===== src/rtl/sequencer_burst_rx.sv =====
// Receive-side burst sequencer: buffers 96-bit MAC packets in a small FIFO and
// unpacks each one into red/green/blue RAM words at a shared incrementing address.
module sequencer_burst_rx #(
   parameter int RAM_ADDR_WIDTH = 14,
   parameter int RAM_DATA_WIDTH = 32,
   parameter int BUF_DEPTH      = 4,
   parameter int PIXEL_COUNT    = 65536
) (
   input  logic                          wr_clk,
   input  logic                          rst_n,
   input  logic [95:0]                   pkt_data,
   input  logic                          pkt_valid,
   output logic                          pkt_ready,
   output logic [RAM_ADDR_WIDTH-1:0]     red_RAM_addr,
   output logic [RAM_ADDR_WIDTH-1:0]     green_RAM_addr,
   output logic [RAM_ADDR_WIDTH-1:0]     blue_RAM_addr,
   output logic [RAM_DATA_WIDTH-1:0]     red_RAM_data,
   output logic [RAM_DATA_WIDTH-1:0]     green_RAM_data,
   output logic [RAM_DATA_WIDTH-1:0]     blue_RAM_data,
   output logic                          red_write_en,
   output logic                          green_write_en,
   output logic                          blue_write_en,
   input  logic                          activate_burst,
   input  logic                          img_ctrl_start,
   output logic                          rx_frame_active,
   output logic                          img_complete,
   output logic [$clog2(PIXEL_COUNT):0]  pixel_counter
);
   // state | meaning
   // IDLE  | waiting for activate_burst & img_ctrl_start
   // RECV  | accepting packets and writing one RAM word per buffered packet
   // DONE  | whole frame written; held until start or enable drops
   localparam int TOTAL_ADDR = PIXEL_COUNT / 4;
   localparam int ACNT_W     = $clog2(TOTAL_ADDR + 1);
   localparam int PTR_W      = $clog2(BUF_DEPTH);
   localparam int CNT_W      = PTR_W + 1;
   localparam logic [ACNT_W-1:0] TOTAL_CNT = ACNT_W'(TOTAL_ADDR);
   localparam logic [ACNT_W-1:0] LAST_CNT  = ACNT_W'(TOTAL_ADDR - 1);
   localparam logic [CNT_W-1:0]  DEPTH_CNT = CNT_W'(BUF_DEPTH);

   typedef enum logic [1:0] {IDLE, RECV, DONE} state_t;

   state_t              state;
   logic [95:0]         fifo_mem [BUF_DEPTH];
   logic [PTR_W-1:0]    rd_ptr;
   logic [PTR_W-1:0]    wr_ptr;
   logic [CNT_W-1:0]    fifo_cnt;
   logic [ACNT_W-1:0]   acc_cnt;
   logic [ACNT_W-1:0]   wr_addr_cnt;
   logic                fifo_full;
   logic                fifo_empty;
   logic                accept;
   logic                wr_en_gate;
   logic [95:0]         head;

   assign fifo_full  = (fifo_cnt == DEPTH_CNT);
   assign fifo_empty = (fifo_cnt == '0);
   assign pkt_ready  = (state == RECV) & ~fifo_full & (acc_cnt < TOTAL_CNT) & activate_burst;
   assign accept     = pkt_valid & pkt_ready;
   assign wr_en_gate = (state == RECV) & ~fifo_empty & activate_burst;
   assign head       = fifo_mem[rd_ptr];

   assign red_RAM_addr   = wr_addr_cnt[RAM_ADDR_WIDTH-1:0];
   assign green_RAM_addr = wr_addr_cnt[RAM_ADDR_WIDTH-1:0];
   assign blue_RAM_addr  = wr_addr_cnt[RAM_ADDR_WIDTH-1:0];
   assign red_write_en   = wr_en_gate;
   assign green_write_en = wr_en_gate;
   assign blue_write_en  = wr_en_gate;
   assign pixel_counter  = {wr_addr_cnt, 2'b00};

   // Byte k of each colour word carries pixel k of the packet.
   always_comb begin
      red_RAM_data   = '0;
      green_RAM_data = '0;
      blue_RAM_data  = '0;
      if (wr_en_gate) begin
         red_RAM_data   = {head[95:88], head[71:64], head[47:40], head[23:16]};
         green_RAM_data = {head[87:80], head[63:56], head[39:32], head[15:8]};
         blue_RAM_data  = {head[79:72], head[55:48], head[31:24], head[7:0]};
      end
   end

   always_ff @(posedge wr_clk) begin
      if (accept) fifo_mem[wr_ptr] <= pkt_data;
   end

   always_ff @(posedge wr_clk or negedge rst_n) begin
      if (!rst_n) begin
         state           <= IDLE;
         rd_ptr          <= '0;
         wr_ptr          <= '0;
         fifo_cnt        <= '0;
         acc_cnt         <= '0;
         wr_addr_cnt     <= '0;
         rx_frame_active <= 1'b0;
         img_complete    <= 1'b0;
      end else begin
         case (state)
            IDLE: begin
               if (activate_burst & img_ctrl_start) begin
                  state       <= RECV;
                  rd_ptr      <= '0;
                  wr_ptr      <= '0;
                  fifo_cnt    <= '0;
                  acc_cnt     <= '0;
                  wr_addr_cnt <= '0;
               end
            end
            RECV: begin
               if (!activate_burst) begin
                  state           <= IDLE;
                  rd_ptr          <= '0;
                  wr_ptr          <= '0;
                  fifo_cnt        <= '0;
                  acc_cnt         <= '0;
                  wr_addr_cnt     <= '0;
                  rx_frame_active <= 1'b0;
               end else begin
                  if (accept) begin
                     wr_ptr          <= wr_ptr + 1'b1;
                     acc_cnt         <= acc_cnt + 1'b1;
                     rx_frame_active <= 1'b1;
                  end
                  if (wr_en_gate) begin
                     rd_ptr      <= rd_ptr + 1'b1;
                     wr_addr_cnt <= wr_addr_cnt + 1'b1;
                     if (wr_addr_cnt == LAST_CNT) begin
                        state           <= DONE;
                        rx_frame_active <= 1'b0;
                        img_complete    <= 1'b1;
                     end
                  end
                  case ({accept, wr_en_gate})
                     2'b10:   fifo_cnt <= fifo_cnt + 1'b1;
                     2'b01:   fifo_cnt <= fifo_cnt - 1'b1;
                     default: fifo_cnt <= fifo_cnt;
                  endcase
               end
            end
            DONE: begin
               if (!img_ctrl_start | !activate_burst) begin
                  state        <= IDLE;
                  img_complete <= 1'b0;
               end
            end
            default: state <= IDLE;
         endcase
      end
   end

endmodule


===== config.mk =====
export PLATFORM = sky130hd
export DESIGN_NAME = sequencer_burst_rx
export DESIGN_NICKNAME = d
export VERILOG_FILES = /design/src/rtl/sequencer_burst_rx.sv
export SDC_FILE = /design/constraint.sdc
export NUM_CORES = 1
export LEC_CHECK = 0
export CELL_PAD_IN_SITES_DETAIL_PLACEMENT = 0
export CELL_PAD_IN_SITES_GLOBAL_PLACEMENT = 1
export CORE_ASPECT_RATIO = 0.75
export CORE_MARGIN = 2
export CORE_UTILIZATION = 46
export CTS_BUF_LIST = sky130_fd_sc_hd__clkbuf_16
export DETAILED_ROUTE_END_ITERATION = 10
export MAX_ROUTING_LAYER = met4
export PLACE_DENSITY = 0.87
export SYNTH_ARGS = -nofsm -noshare
export SYNTH_HDL_FRONTEND = slang
export SYNTH_SLANG_ARGS = --single-unit

===== constraint.sdc =====
create_clock -name wr_clk -period 5.5 [get_ports wr_clk]
set_clock_uncertainty 0.05 [all_clocks]
set_input_delay 0.825 -clock wr_clk [delete_from_list [all_inputs] [get_ports wr_clk]]
set_output_delay 0.825 -clock wr_clk [all_outputs]
set_load 0.05 [all_outputs]

# Yosys cells after proc, flatten, opt, wreduce, memory -nomap -nowiden
# Memories as Yosys holds them, arrays and structs flattened.
# Index checks and enable logic that the tools add are counted.
# word_totals
reg_bits	41
mem_bits_rw	384
elab_cells	90
memories	1
# classes
add_sub_neg	6
order_cmp	1
n_eq_ne	15
mux	38
bitwise_logic	10
reduce_logical	11
# memory_table
memory	words	word_bits	rd	rd_ports_with_merged_regs	wr	line	source
fifo_mem	4	96	1	0	1	44	logic [95:0] fifo_mem [BUF_DEPTH];
# ops
op	count
$mux W32	3
$mux W15	5
$pmux W15 S2	2
$add A15 B1 Y15 const B	2
$mux W2	10
$eq A15 B14 Y1 const B	1
$lt A15 B15 Y1 const B	1
$pmux W3 S2	2
$mux W1	10
$reduce_and A3 Y1	3
$ne A2 B2 Y1 const B	4
$pmux W2 S2	2
$and A1 B1 Y1	7
$mux W3	2
$ne A3 B3 Y1 const B	2
$pmux W2 S3	1
$reduce_and A5 Y1	1
$add A2 B1 Y2 const B	2
$eq A2 B1 Y1 const B	2
$eq A2 B2 Y1 const B	2
$ne A4 B2 Y1 const B	1
$reduce_and A4 Y1	1
$reduce_bool A2 Y1	2
$add A3 B1 Y3 const B	1
10 further kinds	12

# Depth between registers and ports, before layout
# depth
depth_word	10
depth_mapped	11
ltp_nobuf	9

# Least setup slack after synthesis
# No wires, ideal clock.
# synth_path
path_kind	input-to-reg
start	input activate_burst
end	memory fifo_mem[0][0] (enable)
t_arrival_ns	3.931
t_required_ns	4.984
setup_slack_ns	1.054
path_stages	5
cell_sequence	buf_4 -> and3b_1 -> and4_1 -> clkbuf_1 -> and2_1
# synth_between
elab_chain_cells	4
# synth_lines
item	line	source
start, declared	23	input logic activate_burst,
$and A1 B1 Y1	58	assign pkt_ready = (state == RECV) & ~fifo_full & (acc_cnt < TOTAL_CNT) & activate_burst;
$and A1 B1 Y1	59	assign accept = pkt_valid & pkt_ready;
$mux W1	84	if (accept) fifo_mem[wr_ptr] <= pkt_data;
$mux W1 (implied by the code)	84	
end, declared	44	
# No other way between the ends.

# Worst setup path in the final report
# layout_path
start	input activate_burst
end	output green_write_en
# layout_between
elab_chain_cells	1
# layout_lines
item	line	source
$and A1 B1 Y1	60	assign wr_en_gate = (state == RECV) & ~fifo_empty & activate_burst;
end, declared	21	output logic green_write_en,
# No other way between the ends.

==> results.py <==
metrics = {
    "critical_path": {
        "reg2regPathDepth": 9,
        "start_kind": "primary input",
        "cp-end-kind": "primary output",
        "rrSetupSlack_ns": 2.15,
        "crit_fanout": 41,
        "r2r-start": "state[0]",
        "worst_ep_required_time_ns": 4.62,
        "path_class": "primary input to primary output",
        "rr_endpoint": "fifo_cnt[2]",
        "worstPathArrival_ns": 3.60,
    },
    "routing": {
        "vias": 8991,
        "wl_per_cell_um": 21.64,
        "ant_nets": 0,
        "drcViolationCount": 0,
        "drt_first_pass_iters": 5,
        "drt_iter0_drc": 788,
        "routed_wl_um": 35930,
        "viasPerCell": 5.416,
    },
    "floorplan": {
        "die_h_um": 170.7,
        "die_w_um": 226.3,
        "pin_count": 262,
        "rows": 61,
        "start_util": 0.4635,
        "dieArea_um2": 38640,
        "core_area_um2": 36790,
    },
    "outcome": {
        "status": "complete, no violations",
    },
    "timing": {
        "fin_crit_ns": 4.477,
        "slew_headroom": 0.3648,
        "hold_viol_final": 0,
        "finalSetupViolCount": 0,
        "min_period_over_period": 0.8139,
        "setup_tns_ns": 0,
        "max_clock_freq_ghz": 0.2234,
        "worst_slew_pin_slew_ns": 0.9529,
        "rsz0062_at_grt": "false",
        "slew_violations": 0,
    },
    "yosys": {
        "yosysMostFrequentCell": "edfxtp_1",
        "synth_cells": 901,
        "synth_edf_count": 384,
        "synth.top_cell.area_share": 0.6763,
        "synth_top_cells_by_count": "edfxtp_1 (384), and3_1 (101), mux4_2 (96)",
        "synth_top_family_by_area": "multiplexers",
        "yosysWarnings": 0,
        "synth_xor_area_frac": 0.002568,
        "syn_avg_cell_area_um2": 18.92,
        "synthTopCellsByArea": "edfxtp_1 (68%), mux4_2 (13%), dfrtp_1 (6.0%), and3_1 (3.7%), buf_4 (2.2%)",
        "synth_top_area_cell": "edfxtp_1",
        "synth-simple-area-share": 0.06714,
        "synth_compound_area_frac": 0.02091,
        "async_flop_share": 0.09647,
        "synthMuxAreaShare": 0.1305,
        "synthAdderAreaFrac": 0.006311,
        "syn_area_um2": 17050,
        "ys.flop_type": "edfxtp_1",
        "seq_area_frac_synth": 0.7364,
        "synth_cell_types": 45,
        "ys_ff_latch": 425,
    },
    "cts": {
        "clockRootBuffer": "clkbuf_16",
        "cts_setup_buffers": 0,
        "htree_levels": 2,
        "clockBufferDepth": 3,
        "post_cts_resized": 0,
        "cts.sinks": 425,
        "numCtsBuffers": 42,
        "cts.reportedPaths.clkPinSlew_ns": 0.06,
        "cts_tree": "built",
        "cts_hold_buf": 0,
        "clkLatencyLatePin_ns": 0.54,
    },
    "pwr": {
        "p_sw_frac": 0.1987,
        "clock_power_share": 0.428,
        "powerDensity_nw_per_um2": 314.3,
        "pwr-share-seq": 0.531,
        "p_int_mw": 5.385,
        "vdd_drop_max_v": 0.0003013,
        "power_switching_mw": 1.335,
        "total_power_mw": 6.721,
        "p_comb_frac": 0.041,
        "p_leak_nw": 7.228,
    },
    "layout": {
        "nNetsFinal": 1231,
        "area_growth_pct": 25.42,
        "seq_area_um2": 12560,
        "multiInputGateArea_um2": 3909,
        "fill_cells": 2749,
        "drive_gt1_frac": 0.1639,
    },
    "place": {
        "gp_congestion": 0.7697,
        "dp_hpwl_um": 21540,
        "port_buffers": 259,
    },
    "worst_hold_path": {
        "hold_class": "primary input to async pin",
    },
    "global_route": {
        "grt_pass1_wl_um": 53900,
        "antenna_found_initial": 3,
        "grt_pass1_vias": 9128,
        "grt_max_degree": 62,
        "grt-ovfl-total": 0,
        "track_usage": 0.1920,
    },
    "flow_run": {
        "maxCapViolCount": 0,
    },
}
==> critical path: stages <==
cell	delay (ns)
clkdlybuf4s50_1	0.69
and3b_4	0.62
nand2_1	0.26
inv_1	0.32
clkdlybuf4s50_1	0.87
==> state kept, by name, indices dropped and copies added, names as in the netlist <==
name and flops:
fifo_mem 384, acc_cnt 15, wr_addr_cnt 15, fifo_cnt 3
rd_ptr 2, state 2, wr_ptr 2, img_complete 1
rx_frame_active 1
==> cell type report <==
cell class	count	share of cell area
clock buffers	43	0.05032
inverters	11	0.001931
flip-flops and latches	425	0.5875
multi-input cells	368	0.1828
repair buffers	274	0.1327
well taps	504	0.02949
clock inverters	32	0.01492
diodes	3	0.0003510
==> worst max path at each step <==
stage                   startpoint             end  slack (ns)  depth (start not counted)
floorplan           activate_burst  fifo_mem[0][0]        1.05                          5
global placement    activate_burst  green_write_en        1.10                          5
detailed placement  activate_burst  green_write_en        1.04                          5
CTS                 activate_burst  green_write_en        1.02                          5
global route        activate_burst    red_write_en        0.83                          5
finish              activate_burst  green_write_en        1.02                          5
==> cells in the final DEF, fill, tap and decap left out, types with 3 or more instances in the layout <==
cell type and n:
buf_12 11, nand2_1 25, a21oi_1 22, ha_1 7, inv_1 18, clkinv_2 10, buf_4 4, bufinv_16 6
clkbuf_16 43, nand3_1 8, o21ai_0 11, clkdlybuf4s50_1 258, or4_1 9, clkinv_1 5, o21ai_1 4, nor2_1 10
nor4_1 3, mux2i_1 4, o31ai_1 6, nand4_1 5, dfrtp_1 39, xnor2_1 4, diode_2 3, or3_1 13
and2_4 4, and3_1 101, edfxtp_1 384, nand2b_1 3, mux4_2 96, a22o_1 5
==> power groups by stage <==
stage / logic (mW) / clock network, mW / registers (mW)
floorplan: 0.121 / 0 / 3.64
global placement: 0.266 / 0 / 3.64
detailed placement: 0.274 / 0 / 3.64
CTS: 0.276 / 2.94 / 3.57
global route: 0.294 / 3.07 / 3.57
finish: 0.272 / 2.88 / 3.57
==> cell families after synthesis <==
family,count (synthesis)
simple gates,193
buf+inv,109
mux,102
flops,425
xor+xnor,5
compound gates,58
fa+ha+maj,8
other cells,1
==> metrics by stage <==
stage	hold slack, ns	utilization	std cells	setup slack [ns]	area, µm²
2_1_floorplan	0.4103	-	902	1.054	17060
3_3_place_gp	0.4376	0.5432	1582	1.099	19980
3_5_place_dp	0.4572	0.5432	1582	1.042	19980
4_1_cts	0.3917	0.5811	1657	1.017	21380
5_1_grt	0.4434	0.5813	1660	0.8261	21390
6_report	0.3834	0.5813	1660	1.023	21390
==> routing by layer <==
metal,GRT usage,vias to the layer above,wire (µm)
met5,-,-,0
met4,0.05721,0,713
met1,0.2535,4645,15450
li1,-,4042,-
met2,0.3029,258,17680
met3,0.04156,46,2074
Note: power is estimated with default switching activity, not from simulation.
